--- src/rtl/ps2_kbd_tx.sv ---
// ps2_kbd_tx: PS/2 device-side transmitter with byte FIFO; `PS2_TX_BREAK_EN adds F0-prefixed break entries.
module ps2_kbd_tx #(
  parameter int CLK_DIV    = 4,
  parameter int GAP        = 16,
  parameter int FIFO_DEPTH = 8
) (
  input  logic       clk,
  input  logic       reset,
  input  logic       in_valid,
  output logic       in_ready,
  input  logic [7:0] in_data,
  input  logic       in_brk,
  output logic       ps2_clk,
  output logic       ps2_data,
  output logic       busy,
  output logic [7:0] tx_count
);
`ifdef PS2_TX_BREAK_EN
  localparam int W = 9;
`else
  localparam int W = 8;
`endif
  localparam int AW = $clog2(FIFO_DEPTH);
  localparam int CW = AW + 1;
  localparam int MX = CLK_DIV > GAP ? CLK_DIV : GAP;
  localparam int DW = $clog2(MX);
  typedef enum logic [1:0] {S_IDLE, S_HIGH, S_LOW, S_GAP} state_t;
  logic [W-1:0] mem_q [FIFO_DEPTH];
  logic [AW-1:0] wp_q, rp_q;
  logic [CW-1:0] cnt_q;
  state_t st_q, st_d;
  logic [DW-1:0] div_q, div_d;
  logic [3:0] idx_q, idx_d;
  logic [10:0] sh_q, sh_d;
  logic clk_q, clk_d, dat_q, dat_d;
  logic [7:0] tx_q, tx_d;
  logic push, pop;
  logic [W-1:0] head, wdata;
`ifdef PS2_TX_BREAK_EN
  logic pend_q, pend_d;
  logic [7:0] code_q, code_d;
  assign wdata = {in_brk, in_data};
`else
  logic unused_brk;
  assign unused_brk = in_brk;
  assign wdata = in_data;
`endif
  function automatic logic [10:0] frame(input logic [7:0] b);
    return {1'b1, ~^b, b, 1'b0};
  endfunction
  assign in_ready = cnt_q != CW'(FIFO_DEPTH);
  assign push = in_valid & in_ready;
  assign head = mem_q[rp_q];
  assign busy = cnt_q != '0 || st_q != S_IDLE;
  assign ps2_clk = clk_q;
  assign ps2_data = dat_q;
  assign tx_count = tx_q;
  // pop decision uses registered occupancy, so a fresh byte leaves one edge later
  always_comb begin
    st_d = st_q;
    div_d = div_q + 1'b1;
    idx_d = idx_q;
    sh_d = sh_q;
    clk_d = clk_q;
    dat_d = dat_q;
    tx_d = tx_q;
    pop = 1'b0;
`ifdef PS2_TX_BREAK_EN
    pend_d = pend_q;
    code_d = code_q;
`endif
    case (st_q)
      S_IDLE: begin
        div_d = '0;
        if (cnt_q != '0) begin
          pop = 1'b1;
          st_d = S_HIGH;
          idx_d = '0;
          dat_d = 1'b0;
`ifdef PS2_TX_BREAK_EN
          sh_d = frame(head[8] ? 8'hF0 : head[7:0]);
          pend_d = head[8];
          code_d = head[7:0];
`else
          sh_d = frame(head);
`endif
        end
      end
      S_HIGH: if (div_q == DW'(CLK_DIV - 1)) begin
        st_d = S_LOW;
        div_d = '0;
        clk_d = 1'b0;
      end
      S_LOW: if (div_q == DW'(CLK_DIV - 1)) begin
        div_d = '0;
        clk_d = 1'b1;
        if (idx_q == 4'd10) begin
          st_d = S_GAP;
          tx_d = tx_q + 1'b1;
        end else begin
          st_d = S_HIGH;
          idx_d = idx_q + 1'b1;
          sh_d = sh_q >> 1;
          dat_d = sh_q[1];
        end
      end
      S_GAP: if (div_q == DW'(GAP - 1)) begin
        div_d = '0;
        st_d = S_IDLE;
`ifdef PS2_TX_BREAK_EN
        if (pend_q) begin
          st_d = S_HIGH;
          idx_d = '0;
          sh_d = frame(code_q);
          dat_d = 1'b0;
          pend_d = 1'b0;
        end
`endif
      end
      default: st_d = S_IDLE;
    endcase
  end
  always_ff @(posedge clk or posedge reset) begin
    if (reset) begin
      st_q <= S_IDLE;
      div_q <= '0;
      idx_q <= '0;
      sh_q <= '1;
      clk_q <= 1'b1;
      dat_q <= 1'b1;
      tx_q <= '0;
      wp_q <= '0;
      rp_q <= '0;
      cnt_q <= '0;
    end else begin
      st_q <= st_d;
      div_q <= div_d;
      idx_q <= idx_d;
      sh_q <= sh_d;
      clk_q <= clk_d;
      dat_q <= dat_d;
      tx_q <= tx_d;
      wp_q <= push ? wp_q + 1'b1 : wp_q;
      rp_q <= pop ? rp_q + 1'b1 : rp_q;
      cnt_q <= cnt_q + CW'(push) - CW'(pop);
    end
  end
`ifdef PS2_TX_BREAK_EN
  always_ff @(posedge clk or posedge reset) begin
    if (reset) begin
      pend_q <= 1'b0;
      code_q <= '0;
    end else begin
      pend_q <= pend_d;
      code_q <= code_d;
    end
  end
`endif
  always_ff @(posedge clk) begin
    if (push) mem_q[wp_q] <= wdata;
  end
endmodule

--- config.mk ---
export PLATFORM = sky130hd
export DESIGN_NAME = ps2_kbd_tx
export DESIGN_NICKNAME = d
export VERILOG_FILES = /design/src/rtl/ps2_kbd_tx.sv
export SDC_FILE = /design/constraint.sdc
export NUM_CORES = 1
export LEC_CHECK = 0
export ABC_CLOCK_PERIOD_IN_PS = 4400
export CORE_MARGIN = 1.5
export CORE_UTILIZATION = 55
export CTS_CLUSTER_SIZE = 16
export DETAILED_ROUTE_END_ITERATION = 8
export DONT_BUFFER_PORTS = 1
export PLACE_DENSITY = 0.7
export SLEW_MARGIN = 25
export SYNTH_ARGS = -nofsm -noshare
export SYNTH_HDL_FRONTEND = slang
export SYNTH_SLANG_ARGS = --single-unit
--- constraint.sdc ---
create_clock -name clk -period 4.4 [get_ports clk]
set_input_delay 0.44 -clock clk [delete_from_list [all_inputs] [get_ports clk]]
set_output_delay 0.44 -clock clk [all_outputs]
set_load 0.02 [all_outputs]
== After elaboration in Yosys (flattened, before gate mapping) ==
Memories as Yosys holds them, arrays and structs flattened.
Index checks and enable logic that the tools add are counted.

* Add/sub/neg operators: 7
* Equality and inequality tests: 12
* Muxes and demuxes: 28
* Bitwise operators: 1
* Reductions and logical operators: 12

{| class="wikitable"
|+ Operators by type and width
! cell !! number
|-
| two-way mux 11 bit || 3
|-
| one-hot mux 11 bit (2 select lines) || 1
|-
| two-way mux 4 bit || 5
|-
| one-hot mux 4 bit (3 select lines) || 1
|-
| two-way mux 2 bit || 5
|-
| != test 2 bit (second input constant) || 5
|-
| two-way mux 1 bit || 9
|-
| adder 4 x 1 -> 4 bit (second input constant) || 2
|-
| adder 8 x 1 -> 8 bit (second input constant) || 1
|-
| equality test 4 bit (second input constant) || 2
|-
| one-hot mux 2 bit (4 select lines) || 1
|-
| one-hot mux 4 bit (2 select lines) || 1
|-
| AND reduction 4 bit || 2
|-
| XNOR reduction 8 bit || 1
|-
| adder 3 x 1 -> 3 bit (second input constant) || 2
|-
| AND reduction 3 bit || 2
|-
| nonzero test 2 bit || 3
|-
| adder 4 x 1 -> 4 bit || 1
|-
| equality test 2 bit (second input constant) || 2
|-
| equality test 4 x 2 -> 1 bit (second input constant) || 1
|-
| != test 4 bit (second input constant) || 1
|-
| one-hot mux 1 bit (2 select lines) || 2
|-
| nonzero test 4 bit || 1
|-
| subtractor 4 x 1 -> 4 bit || 1
|-
| 5 further kinds || 5
|}

* Bits in registers: 41
* RAM bits: 64
* Input port bits: 12
* Output and inout port bits: 12
* Memories: 1

{| class="wikitable"
|+ Memory list
! memory !! words !! bits a word !! read ports !! clocked after Yosys merged registers in !! write ports !! line !! text
|-
| mem_q || 8 || 8 || 1 || 0 || 1 || 28 || <nowiki>logic [W-1:0] mem_q [FIFO_DEPTH];</nowiki>
|}

== Depth between registers and ports, before layout ==
Gate-level depths: netlist of run 1.

* Depth in word-level cells: 4
* Depth in mapped cells: 10
* Depth with buffers taken out: 10

== Least setup slack after synthesis of run 1 ==
Ideal clock, no wire load.

* Path type: flip-flop to flip-flop
* Start point: reg cnt_q[2]
* End point: mem mem_q[0][0], enable pin
* Data arrival time: 1.827 ns
* Data required time: 4.017 ns
* Slack: 2.189 ns
* Cell stages (with the launch flop): 7
* Clock period less this slack: 2.211 ns
* Cell sequence: dfrtp_1 -> inv_1 -> ha_1 -> nand2_1 -> nand2_1 -> or2_2 -> nor3_1

* Longest elaborated chain between the ends: 4

{| class="wikitable"
|+ Ends and longest elaborated chain
! what !! line !! text
|-
| from (decl) || 30 || <nowiki>logic [CW-1:0] cnt_q;</nowiki>
|-
| from (signal assigned) || 145 || <nowiki>cnt_q <= cnt_q + CW'(push) - CW'(pop);</nowiki>
|-
| != test 4 bit || 51 || <nowiki>assign in_ready = cnt_q != CW'(FIFO_DEPTH);</nowiki>
|-
| via in_ready || 10 || <nowiki>output logic in_ready,</nowiki>
|-
| bitwise AND 1 bit || 52 || <nowiki>assign push = in_valid & in_ready;</nowiki>
|-
| two-way mux 1 bit || 160 || <nowiki>if (push) mem_q[wp_q] <= wdata;</nowiki>
|-
| two-way mux 1 bit (not written as such) || 160 ||
|-
| to (decl) || 28 ||
|}

The timed path passes the listed nets, and every way through them passes these cells.

== Final worst setup path of run 1 ==
* Start point: reg div_q[0]
* End point: reg idx_q[3]

* Longest elaborated chain between the ends: 3

{| class="wikitable"
|+ Ends and longest elaborated chain
! what !! line !! text
|-
| from (decl) || 32 || <nowiki>logic [DW-1:0] div_q, div_d;</nowiki>
|-
| from (signal assigned) || 137 || <nowiki>div_q <= div_d;</nowiki>
|-
| equality test 4 x 2 -> 1 bit || 94 || <nowiki>S_LOW: if (div_q == DW'(CLK_DIV - 1)) begin</nowiki>
|-
| != test 2 bit (no line) || n/a ||
|-
| AND reduction 4 bit (no line) || n/a ||
|-
| to (signal assigned) || 138 || <nowiki>idx_q <= idx_d;</nowiki>
|-
| to (decl) || 33 || <nowiki>logic [3:0] idx_q, idx_d;</nowiki>
|}

Every way passes these cells.
A chain may end at the register's enable or synchronous reset.

==> impl_metrics.ini, run 1 <==
[synthesis]
synthAdderAreaFrac_pct = 4.80
synth-main-ff-cell = edfxtp_1
synth-seq-cells = 104
yosys.area.top_type_share_pct = 41.9
ys_seq_area_share_pct = 64.1
synthCells = 299
synth_top_family_by_area = multiplexers
synth_compound_area_share_pct = 3.93
synthXorXnorAreaFrac_pct = 4.59
yosysTopAreaCell = edfxtp_1
netlist_top_cells_count = edfxtp_1, dfrtp_1, nand2_1, nor2_1
synthMuxAreaShare_pct = 13.4
ys_top_cells_by_area = edfxtp_1, dfrtp_1, dfstp_2
synth-simple-area-share_pct = 6.61
async_reset_ff_share_pct = 38.5
syn-cell-area_sq_um = 4580
synth.avg_cell_area_sq_um = 15.3
yosysMostFrequentCell = edfxtp_1
synth-edff-count = 64
ys_types = 40
yosys_warnings = 0
syn_nets = 328

[placed_design]
portBuffers = 0
dp_hpwl_microns = 4630
placed_area_sq_um = 4680
dp_cells = 397
gp_congestion = 0.731
pre_cts_ws_ns = 1.46

[floorplanning]
dieWidth_microns = 94.3
die_y_microns = 94.3
io_pins = 24
coreArea_sq_um = 8130
initial_utilization_pct = 56.3
row_count = 33
fp.dieArea_sq_um = 8890

[grt]
top_usage_layer = met2
grt_max_degree = 32
grt-ovfl-total = 0
met2_usage_pct = 29.0
antenna_found_initial = 0
first_global_vias = 2339
grt_pass1_wl_microns = 11700
grt.met3_usage_pct = 4.61
track_usage_pct = 18.0
grt_use_met1_pct = 23.3

[clock_tree]
h-tree-depth = 3
cts_tree = done
ctsResizeCount = 0
cts.sinks = 104
cts_made_buffers = 9
post_cts_buffers = 0
path_clk_slew_ns = 0.11
cts-root-buf = clkbuf_8
clk_latency_ns = 0.37
cts_buffer_depth = 2

[drt]
wire_per_inst_microns = 16.8
routed_via_density = 5.55
drtIter0Drc = 82
ant_nets = 0
wl_microns = 6950
num_vias = 2297
drt_first_pass_iters = 4
drc = 0

[setup_path]
r2r_cells = 6
crit_path_end_kind = flop
crit_type = reg2reg
crit_arrival_ns = 3.29
cp-start-kind = flop
crit_fanout = 27
cp.required_ns = 4.69

[cells_and_area]
final_area_sq_um = 4890
synthToLayoutAreaGrowth_pct = 6.69
instances_no_fill = 414
multiInputGateArea_sq_um = 1540
diodes = 0
drive_gt1_share_pct = 17.5
fin_nets = 333
seqCellArea_sq_um = 2940
fillerInstances = 605

[sta]
finalSetupViolations = 0
max_freq_mhz = 333
slew_headroom_pct = 34.6
rsz0062_at_grt = false
period_minus_slack_ns = 3.00
hold_violations = 0
period_share_pct = 68.2
setup_ws_ns = 1.40
clock_skew_ns = 0.0156
final.setup.tns_ns = 0
worstMarginPinSlew_ns = 0.981
slew_viol_final = 0

[hold_path]
whs_path_depth = 0
hold_class = in2reg

[pwr]
p_leak_nw = 1.92
irDropWorstVdd_v = 0.000269
power_density_nw_per_um2 = 432

[status]
status = finished clean

[job]
max_cap_viol_count = 0
[metrics by stage]
stage	util, %	total power, mW	hold WS [ns]
floorplan	-	1.46	0.431
global placement	57.5	1.54	0.314
detailed placement	57.5	1.55	0.314
CTS	60.1	2.14	0.140
global route	60.1	2.23	0.126
finish	60.1	2.11	0.151
[path summary, 6_finish.rpt]
check	startpoint	slack, ns	endpoint
min in group asynchronous	reset	0.47	idx_q[3]
min reg2reg	sh_q[1]	0.48	ps2_data
min	in_data[4]	0.15	mem_q[2][4]
max in group asynchronous	reset	3.18	sh_q[5]
max reg2reg	div_q[0]	1.40	idx_q[3]
max	div_q[0]	1.40	idx_q[3]
[kinds of logic (layout without fill, tap and decap cells)]
| logic type | count (synthesis) | in the layout |
|---|---|---|
| muxes | 35 | 35 |
| and+or+nand+nor | 66 | 66 |
| adders and majority gates | 17 | 17 |
| AOI/OAI and AO/OA | 31 | 31 |
| buffers and inverters | 25 | 35 |
| xor gates and xnor gates | 21 | 21 |
| DFF | 104 | 104 |
[where the power goes]
part	internal, mW	switching, mW	total, mW
registers	1.17	0.0485	1.22
logic	0.130	0.177	0.308
clock network	0.229	0.360	0.590
[worst max-delay path, stage by stage, from the launching register on]
cell and delay [ns]:
dfrtp_1 0.40, ha_1 0.24, or3b_2 0.52, a32oi_1 0.33, nand3_1 0.70, or3_1 0.59, a21oi_1 0.14
[flip-flops by register name, summed over array words and instances, names as in the netlist]
| register | count |
|---|---|
| sh_q | 10 |
| tx_count | 8 |
| ps2_data | 1 |
| div_q | 4 |
| idx_q | 4 |
| st_q | 2 |
| wp_q | 3 |
| ps2_clk | 1 |
| mem_q | 64 |
| cnt_q | 4 |
| rp_q | 3 |
[layer usage]
| metal | vias to the layer above | share of wire [%] |
|---|---|---|
| met5 | - | 0 |
| met4 | 0 | 1.3 |
| met3 | 6 | 3.7 |
| met2 | 49 | 50 |
| met1 | 1119 | 45 |
| li1 | 1123 | - |
[what timing repair did]
action | CTS | global route
hold buffers | 1 | 0
endpoints found under the hold margin | 2 | 0
endpoints found under the setup margin | 0 | 0
[final cells by class]
type / count / share of cell area, %
multi-input combinational: 170 / 31.4
tap: 105 / 2.69
inverter: 17 / 1.31
timing repair buffer: 2 / 0.358
sequential: 104 / 60.1
clock inverter: 7 / 1.61
clock buffer: 9 / 2.53
[cells in the final DEF, fill, tap and decap left out, drive strengths merged, types with 8 or more instances in the layout]
master  instances
mux2i           8
mux4           16
xnor2          16
edfxtp         64
nor2           18
clkbuf          9
dfstp          12
dfrtp          28
inv            22
mux2           11
o21ai          16
nand2          23
ha             16
Power figures use the tool's default switching activity.
==> run 2, diff against run 1 <==
- ABC_CLOCK_PERIOD_IN_PS: 4400 -> 3100
- clock period: 4.4 -> 3.1 ns (I/O delays scaled with it)
==> run 2 against run 1 <==
Worst setup slack worse by 0.68 ns. Count of clock-buffer cells in the layout stayed put. Sequential share of layout area is 1.5 points lower. Total power is 43% higher. Wire length is 4.5% higher. Final cell count is 3.9% higher. Worst hold slack worse by 0.12 ns. Flip-flop and latch count stayed put. Clock skew hardly changed.
==> impl_metrics.ini, run 2 (same netlist as run 1, synthesis figures left out) <==
[pwr]
clkPwrFrac_pct = 27.3
switchingPower_mw = 0.831
sequentialPowerShare_pct = 57.0
switching_share_pct = 27.5
comb_power_share_pct = 15.7
irDropWorstVdd_v = 0.000514
internal-power_mw = 2.19
power_density_nw_per_um2 = 603
p_leak_nw = 1.99

[floorplanning]
fp.dieArea_sq_um = 8890
initial_utilization_pct = 56.3
die_y_microns = 94.3
io_pins = 24
coreArea_sq_um = 8130
row_count = 33
dieWidth_microns = 94.3

[setup_path]
crit_slowest_cell = dfrtp_1
critPathMaxStageDelay_ns = 0.42
critical-path-top-delay-family = adder cells
crit_arrival_ns = 2.63
worstReg2RegStart = st_q[0]
crit_buf_inv = 3
cp-start-kind = flop
crit_chain = inv_1, ha_1, a21boi_1, ha_1, inv_1, ha_1, inv_1, fa_1, xnor2_1
crit_type = reg2reg
crit_path_end_kind = flop
crit_fanout = 6
startpoint = st_q[0]
reg2reg_slack_ns = 0.72
cp.required_ns = 3.35

[clock_tree]
ctsResizeCount = 0
cts.sinks = 104
path_clk_slew_ns = 0.11
post_cts_buffers = 0
cts_tree = done
cts_made_buffers = 9
h-tree-depth = 3
cts_buffer_depth = 2
clk_latency_ns = 0.36
cts-root-buf = clkbuf_8

[drt]
routed_via_density = 5.53
num_vias = 2379
drc = 0
drtIter0Drc = 110
ant_nets = 0
drt_first_pass_iters = 4
wl_microns = 7260
wire_per_inst_microns = 16.9

[cells_and_area]
synthToLayoutAreaGrowth_pct = 9.34
largest_reg_flops = 64
final_common_cell = edfxtp_1
fin_nets = 349
diodes = 0
seqCellArea_sq_um = 2940
drive_gt1_share_pct = 19.7
multiInputGateArea_sq_um = 1530
top_register = mem_q
fillerInstances = 580
final_cell_mix = edfxtp_1, dfrtp_1, nand2_1
post-route-util_pct = 61.6

[grt]
grt_max_degree = 26
grt-ovfl-total = 0
antenna_found_initial = 0
first_global_vias = 2290
grt_pass1_wl_microns = 11800
track_usage_pct = 18.1

[placed_design]
dp_hpwl_microns = 4820
pre_cts_ws_ns = 0.726
gp_congestion = 0.770
portBuffers = 0

[sta]
rsz0062_at_grt = false
finalSetupViolations = 0
worstMarginPinSlew_ns = 0.840
slew_viol_final = 0
final.setup.tns_ns = 0
clock_skew_ns = 0.0154
max_freq_mhz = 421
whs_ns = 0.0362
setup_ws_ns = 0.724
slew_headroom_pct = 43.7
period_minus_slack_ns = 2.38
period_share_pct = 76.7
hold_violations = 0

[hold_path]
worstHoldStart = in_data[2]
hold_class = in2reg

[status]
status = finished clean

[job]
max_cap_viol_count = 0
-- run 2: metal layers --
metal	global-route usage (%)	wire length (microns)	vias to the layer above
met5	0	0	-
met4	4.48	54	0
met3	4.94	202	4
met2	29.6	3750	37
met1	24.0	3260	1193
li1	-	-	1145
-- run 2: cell type report --
type	count	area share, %
clock buffers	9	2.47
clock inverters	7	1.60
inverters	17	1.27
multi-input cells	170	30.5
flip-flops and latches	104	58.6
well taps	105	2.62
repair buffers	18	2.95
-- run 2: timing repair --
action                                  4_1_cts  5_1_grt
hold buffers                                  0        5
endpoints found under the setup margin        0        0
endpoints found under the hold margin         0       23
-- run 2: power groups by stage --
| stage | clock network, mW | registers, mW | logic [mW] |
|---|---|---|---|
| after floorplan | 0 | 1.73 | 0.344 |
| after global placement | 0 | 1.74 | 0.460 |
| after detailed placement | 0 | 1.75 | 0.477 |
| after CTS | 0.849 | 1.72 | 0.479 |
| after global routing | 0.909 | 1.74 | 0.524 |
| final | 0.825 | 1.72 | 0.474 |
-- run 2: path summary, 6_finish.rpt --
check | to | cells past startpoint
max reg2reg | cnt_q[2] | 9
min reg2reg | div_q[0] | 1
max in group asynchronous | sh_q[9] | 3
min in group asynchronous | idx_q[0] | 2
min | mem_q[4][2] | 0
max | cnt_q[2] | 9
-- run 2: through the flow --
stage          power [mW]  area, sq um  cells
6_report             3.02         5010    430
3_5_place_dp         2.23         4760    409
4_1_cts              3.05         4960    425
3_3_place_gp         2.20         4760    409
2_1_floorplan        2.08         4580    299
5_1_grt              3.17         5010    430
